--- src/rtl/k005297_pgseq.sv ---
// Page sequencer: captures a 12-bit page number on request and shifts it out LSB first
// in rotation phases 0..11 of a free-running 20-phase counter. All outputs are registers.
module k005297_pgseq (
  input  logic        i_MCLK,
  input  logic        i_RST,
  input  logic        i_CLK2M_PCEN_n,
  input  logic        i_PG_REQ,
  input  logic [11:0] i_PG_DIN,
  output logic        o_PG_ACK,
  output logic        o_PGREG_LD,
  output logic        o_PGREG_SR_LD_EN,
  output logic [19:0] o_ROT20_n,
  output logic        o_SHIFT,
  output logic        o_PG_SDATA,
  output logic        o_PG_DONE,
  output logic        o_BUSY
);

  typedef enum logic [2:0] {IDLE, LATCH, ARM, SHIFT, DONE} state_t;

  state_t      state, state_d;
  logic [11:0] shadow, shadow_d;
  logic [11:0] sreg, sreg_d;
  logic        accept;
  logic        ph11, ph19;

  // The rotation register doubles as the phase counter.
  assign ph11 = ~o_ROT20_n[11];
  assign ph19 = ~o_ROT20_n[19];

  always_comb begin
    state_d  = state;
    shadow_d = shadow;
    sreg_d   = sreg;
    accept   = 1'b0;
    unique case (state)
      IDLE: begin
        // Registered BUSY still reflects DONE on the first IDLE tick, giving a one-tick gap.
        accept = i_PG_REQ & ~o_BUSY;
        if (accept) begin
          state_d  = LATCH;
          shadow_d = i_PG_DIN;
        end
      end
      LATCH: state_d = ARM;
      ARM: begin
        if (ph19) begin
          state_d = SHIFT;
          sreg_d  = shadow;
        end
      end
      SHIFT: begin
        sreg_d = {1'b0, sreg[11:1]};
        if (ph11) state_d = DONE;
      end
      DONE:    state_d = IDLE;
      default: state_d = IDLE;
    endcase
  end

  always_ff @(posedge i_MCLK) begin
    if (i_RST) begin
      state            <= IDLE;
      shadow           <= 12'h000;
      sreg             <= 12'h000;
      o_ROT20_n        <= 20'hFFFFE;
      o_PG_ACK         <= 1'b0;
      o_PGREG_LD       <= 1'b0;
      o_PGREG_SR_LD_EN <= 1'b0;
      o_SHIFT          <= 1'b0;
      o_PG_SDATA       <= 1'b0;
      o_PG_DONE        <= 1'b0;
      o_BUSY           <= 1'b0;
    end else if (!i_CLK2M_PCEN_n) begin
      state            <= state_d;
      shadow           <= shadow_d;
      sreg             <= sreg_d;
      o_ROT20_n        <= {o_ROT20_n[18:0], o_ROT20_n[19]};
      o_PG_ACK         <= accept;
      o_PGREG_LD       <= (state == LATCH);
      o_PGREG_SR_LD_EN <= (state == ARM);
      o_SHIFT          <= (state == SHIFT);
      o_PG_SDATA       <= (state == SHIFT) & sreg[0];
      o_PG_DONE        <= (state == DONE);
      o_BUSY           <= (state != IDLE);
    end
  end

endmodule
--- config.mk ---
export PLATFORM = sky130hd
export DESIGN_NAME = k005297_pgseq
export DESIGN_NICKNAME = d
export VERILOG_FILES = /design/src/rtl/k005297_pgseq.sv
export SDC_FILE = /design/constraint.sdc
export NUM_CORES = 1
export LEC_CHECK = 0
export BUFFER_PORTS_ARGS = -buffer_cell sky130_fd_sc_hd__buf_2
export CORE_MARGIN = 2
export CORE_UTILIZATION = 44
export CTS_CLUSTER_DIAMETER = 50
export DETAILED_ROUTE_END_ITERATION = 8
export MAX_ROUTING_LAYER = met4
export PLACE_DENSITY = 0.68
export SYNTH_ARGS = -nofsm -noshare
export SYNTH_HDL_FRONTEND = slang
export SYNTH_SLANG_ARGS = --single-unit
--- constraint.sdc ---
create_clock -name i_MCLK -period 1.6 [get_ports i_MCLK]
set_clock_uncertainty 0.15 [all_clocks]
set_input_delay 0 -clock i_MCLK [delete_from_list [all_inputs] [get_ports i_MCLK]]
set_output_delay 0 -clock i_MCLK [all_outputs]
set_load 0.02 [all_outputs]
# Word level (Yosys, flattened, before mapping)
# Index checks and enable logic that the tools add are counted.
# classes
eq_ne	7
muxes	7
n_bitwise	4
reduce_logical	6
# op_table
cell	n
case mux 12 bit (2 select lines)	1
two-way mux 12 bit	1
case mux 3 bit (4 select lines)	1
two-way mux 3 bit	3
equality test 3 x 2 -> 1 bit (second input constant)	2
inequality test 2 bit (second input constant)	3
AND reduction 3 bit	2
AND reduction 4 bit	1
equality test 3 x 1 -> 1 bit (second input constant)	1
equality test 3 bit (second input constant)	1
logical NOT 3 bit	1
nonzero test 3 bit	1
AND 1 bit	2
inverter 1 bit	2
nonzero test 2 bit	1
two-way mux 1 bit	1
# word_totals
regBits	54
input_bits	16
output_inout_bits	27
elab_cells	35

# Depth between registers and ports, before layout
# depth
ltp_word	4
mapped_depth	6
depth_no_buf	3

# Least setup slack after synthesis
# OpenSTA, ideal clock, no wires.
# synth_path
path_type	register to register
startpoint	register state[1]
endpoint	register sreg[2]
setup_time_ps	58
arrival_ps	1275
t_required_ps	1392
path_slack_ps	116
stages_incl_launch_ff	6
path_buffers	2
synth_period_minus_slack_ps	1484
cell_sequence	dfxtp_1 > buf_4 > or3b_4 > a21oi_4 > buf_6 > o221a_2
# synth_via
elab_chain_len	3
word_cells_on_any_way	6
cone_classes	eq/ne: 3; mux: 1; reduce/logical: 2
# synth_rtl
element	line	text
start: declaration	21	state_t state, state_d;
start signal: assignment	75	state <= state_d;
equality test 3 x 2 -> 1 bit	36	unique case (state)
inequality test 2 bit (no line) / nonzero test 2 bit (equally long branches)	-	
AND reduction 3 bit (no line)	-	
end signal: assignment	77	sreg <= sreg_d;
end: declaration	23	logic [11:0] sreg, sreg_d;
# Parallel ways exist; a longest one is shown, timed or not.
# A chain may end at the register's enable or synchronous reset.

# Final worst setup path
# layout_path
startpoint	input i_CLK2M_PCEN_n
endpoint	register sreg[10]
# layout_via
elab_chain_len	2
# layout_rtl
element	line	text
start: declaration	6	input logic i_CLK2M_PCEN_n,
inverter 1 bit (no line)	-	
AND reduction 3 bit (no line)	-	
# Every way passes these cells.

==> summary.md <==
| Metric | Value |
|---|---|
| Drt first-iter violations | `86` |
| Via count | `1722` |
| Layout cells sized above 1 | `0.269` |
| Synth Warn # | `0` |
| Post-CTS Setup Inserts | `0` |
| PnR Total Power | `2.44 mW` |
| Pleak | `1.16 nW` |
| Worst-path clk slew | `0.09 ns` |
| Status | `finished clean` |
| Length in cells of the worst reg-to-reg path | `3` |
| Vias per inst | `4.73` |
| Grt ovf | `0` |
| Most used DFF post-synth | `dfxtp_1` |
| H-tree depth | `2` |
| Die Height | `74.8 um` |
| Number of buffers created by CTS | `5` |
| CTS max path bufs | `2` |
| Final HPWL DP | `2930 um` |
| Die X | `74.8 um` |
| Seq/Total Area, Yosys | `0.490` |
| Worst Setup End Kind | `flop` |
| Arr. time, crit path | `1.62 ns` |
| Seq cells post-synth | `54` |
| Max rail drop VDD | `0.000601 V` |
| Sum Neg Setup Slack | `0 ns` |
| Mapped cell area | `2210 um2` |
| Layout fillers | `428` |
| Final nets | `312` |
| Netlist cell types | `31` |
| Global-route wire length before repair | `7350 um` |
| Worst EP required | `1.66 ns` |
| Slew Limit Fails | `0` |
| Die area | `5600 um2` |
| Fin area | `2790 um2` |
| Synthesis-to-finish area growth | `26.4%` |
| Setup slack after layout | `0.0357 ns` |
| Area of the multi-input gates | `1010 um2` |
| Hold path cells | `2` |
| WL/cell | `12.3 um` |
| Final Cycle Share | `0.978` |
| FMAX | `639 MHz` |
| Clock Latency Late Sink | `0.31 ns` |
| Core Box Area | `4790 um2` |
| Rel. slew slack | `0.757` |
| Final Hold Vio Count | `0` |
| Total GRT Usage | `0.177` |
| Setup violators final | `0` |
| Non-Filler Instances | `364` |
| Asr flop ratio synth | `0` |
| Unrepaired setup endpoints after global routing | `false` |
| Largest net degree at the start of global routing | `31` |
| CP Class | `in2reg` |
| I/O pin count | `43` |
| Pre-CTS setup slack | `0.0806 ns` |
| Clk sinks | `54` |
| Iteration count of the initial detailed-routing pass | `4` |
| Worst hold path type | `reg2reg` |
| Mapped Cells | `238` |
| Minimum clock period | `1.56 ns` |
| Worst-Margin Slew | `0.364 ns` |
| DP Area | `2530 um2` |
| Initial Util | `0.461` |
| Buffers on Ports | `42` |
| Placed cells | `341` |
| Routed Antenna Nets | `0` |
| Vias in the first global route | `1590` |
| Drc violations | `0` |
| Clock root cell | `clkbuf_8` |
| Mapped Nets | `254` |
| Crit path max fanout | `11` |
| CTS tree | `built` |
| Synth Area per Inst | `9.27 um2` |
| Worst setup SP type | `primary input` |
| Post-layout util | `0.582` |
| EDFF count, synth | `0` |
| Row Count | `25` |
| Hold slack | `0.313 ns` |
| Routability-driven placement congestion ratio | `0.796` |
| Initial antenna violation count | `0` |
| Seq. cell area | `1080 um2` |
| N_diodes | `0` |
| Max-Cap Viols | `0` |
| Power per cell area | `874 nW/um2` |
| Total Routed Length | `4460 um` |
synth_stat cells (3+ instances only):
cell type	n	area (um2)
nand2_1	57	214
dfxtp_1	54	1080
mux2i_1	33	330
nor2_1	19	71.3
o21ai_0	11	55.1
o221a_2	11	124
clkbuf_1	10	37.5
a21oi_1	7	35.0
inv_1	5	18.8
buf_2	4	20.0
buf_6	3	33.8
final timing paths:
kind | slack [ns] | endpoint | from
worst max-delay path | 0.04 | sreg[10] | i_CLK2M_PCEN_n
worst min-delay path | 0.31 | shadow[7] | shadow[7]
worst max register to register | 0.05 | sreg[10] | state[1]
worst min register to register | 0.31 | shadow[7] | shadow[7]
sequential cells by signal, indices dropped and copies added, names as in the netlist:
signal,count
o_SHIFT,1
o_ROT20_n,20
shadow,12
o_PGREG_LD,1
state,3
o_BUSY,1
o_PGREG_SR_LD_EN,1
o_PG_SDATA,1
sreg,12
o_PG_DONE,1
o_PG_ACK,1
what timing repair did:
item / CTS / global route
hold buffers: 15 / 0
endpoints found under the setup margin: 0 / 11
resized for setup: 0 / 2
hold endpoints to repair: 22 / 0
layer usage:
layer  global-route usage  share of wire
met2                0.265           0.46
met1                0.236           0.49
met5                    -              0
met3               0.0469          0.038
met4               0.0536          0.013
cell families (layout without fill, tap and decap cells):
family / Yosys count / count (layout) / share of synthesized area
buffers and inverters: 25 / 84 / 0.0584
DFF: 54 / 54 / 0.490
muxes: 33 / 33 / 0.150
AOI/OAI and AO/OA: 36 / 36 / 0.125
and+or+nand+nor: 90 / 90 / 0.176
layout by cell type, fill, tap and decap left out, types with 2 or more instances in the layout:
cell type and count:
nand2_1 57, dfxtp_1 54, buf_2 42, mux2i_1 33
nor2_1 19, dlygate4sd3_1 15, o21ai_0 11, o221a_2 11
buf_4 11, a21oi_1 7, clkbuf_8 6, inv_1 5
buf_12 3, and2_1 2, nor4b_1 2, nand3_1 2
area by class of cell:
class	count	share of cell area
Sequential cell	54	0.388
Timing Repair Buffer	71	0.180
Clock inverter	2	0.00449
Inverter	5	0.00673
Multi-Input combinational cell	159	0.361
Clock buffer	6	0.0296
Tap cell	67	0.0301
where the power goes:
| part | switching, mW | internal, mW | total, mW |
|---|---|---|---|
| Sequential | 0.0202 | 1.37 | 1.39 |
| Combinational | 0.131 | 0.122 | 0.253 |
| Clock | 0.439 | 0.349 | 0.788 |
| Total | 0.591 | 1.84 | 2.44 |
critical path, cell delays in order:
cell           delay [ns]
dlygate4sd3_1        0.55
buf_2                0.18
or3b_4               0.43
buf_4                0.19
o221a_2              0.28
Power figures use the tool's default switching activity.
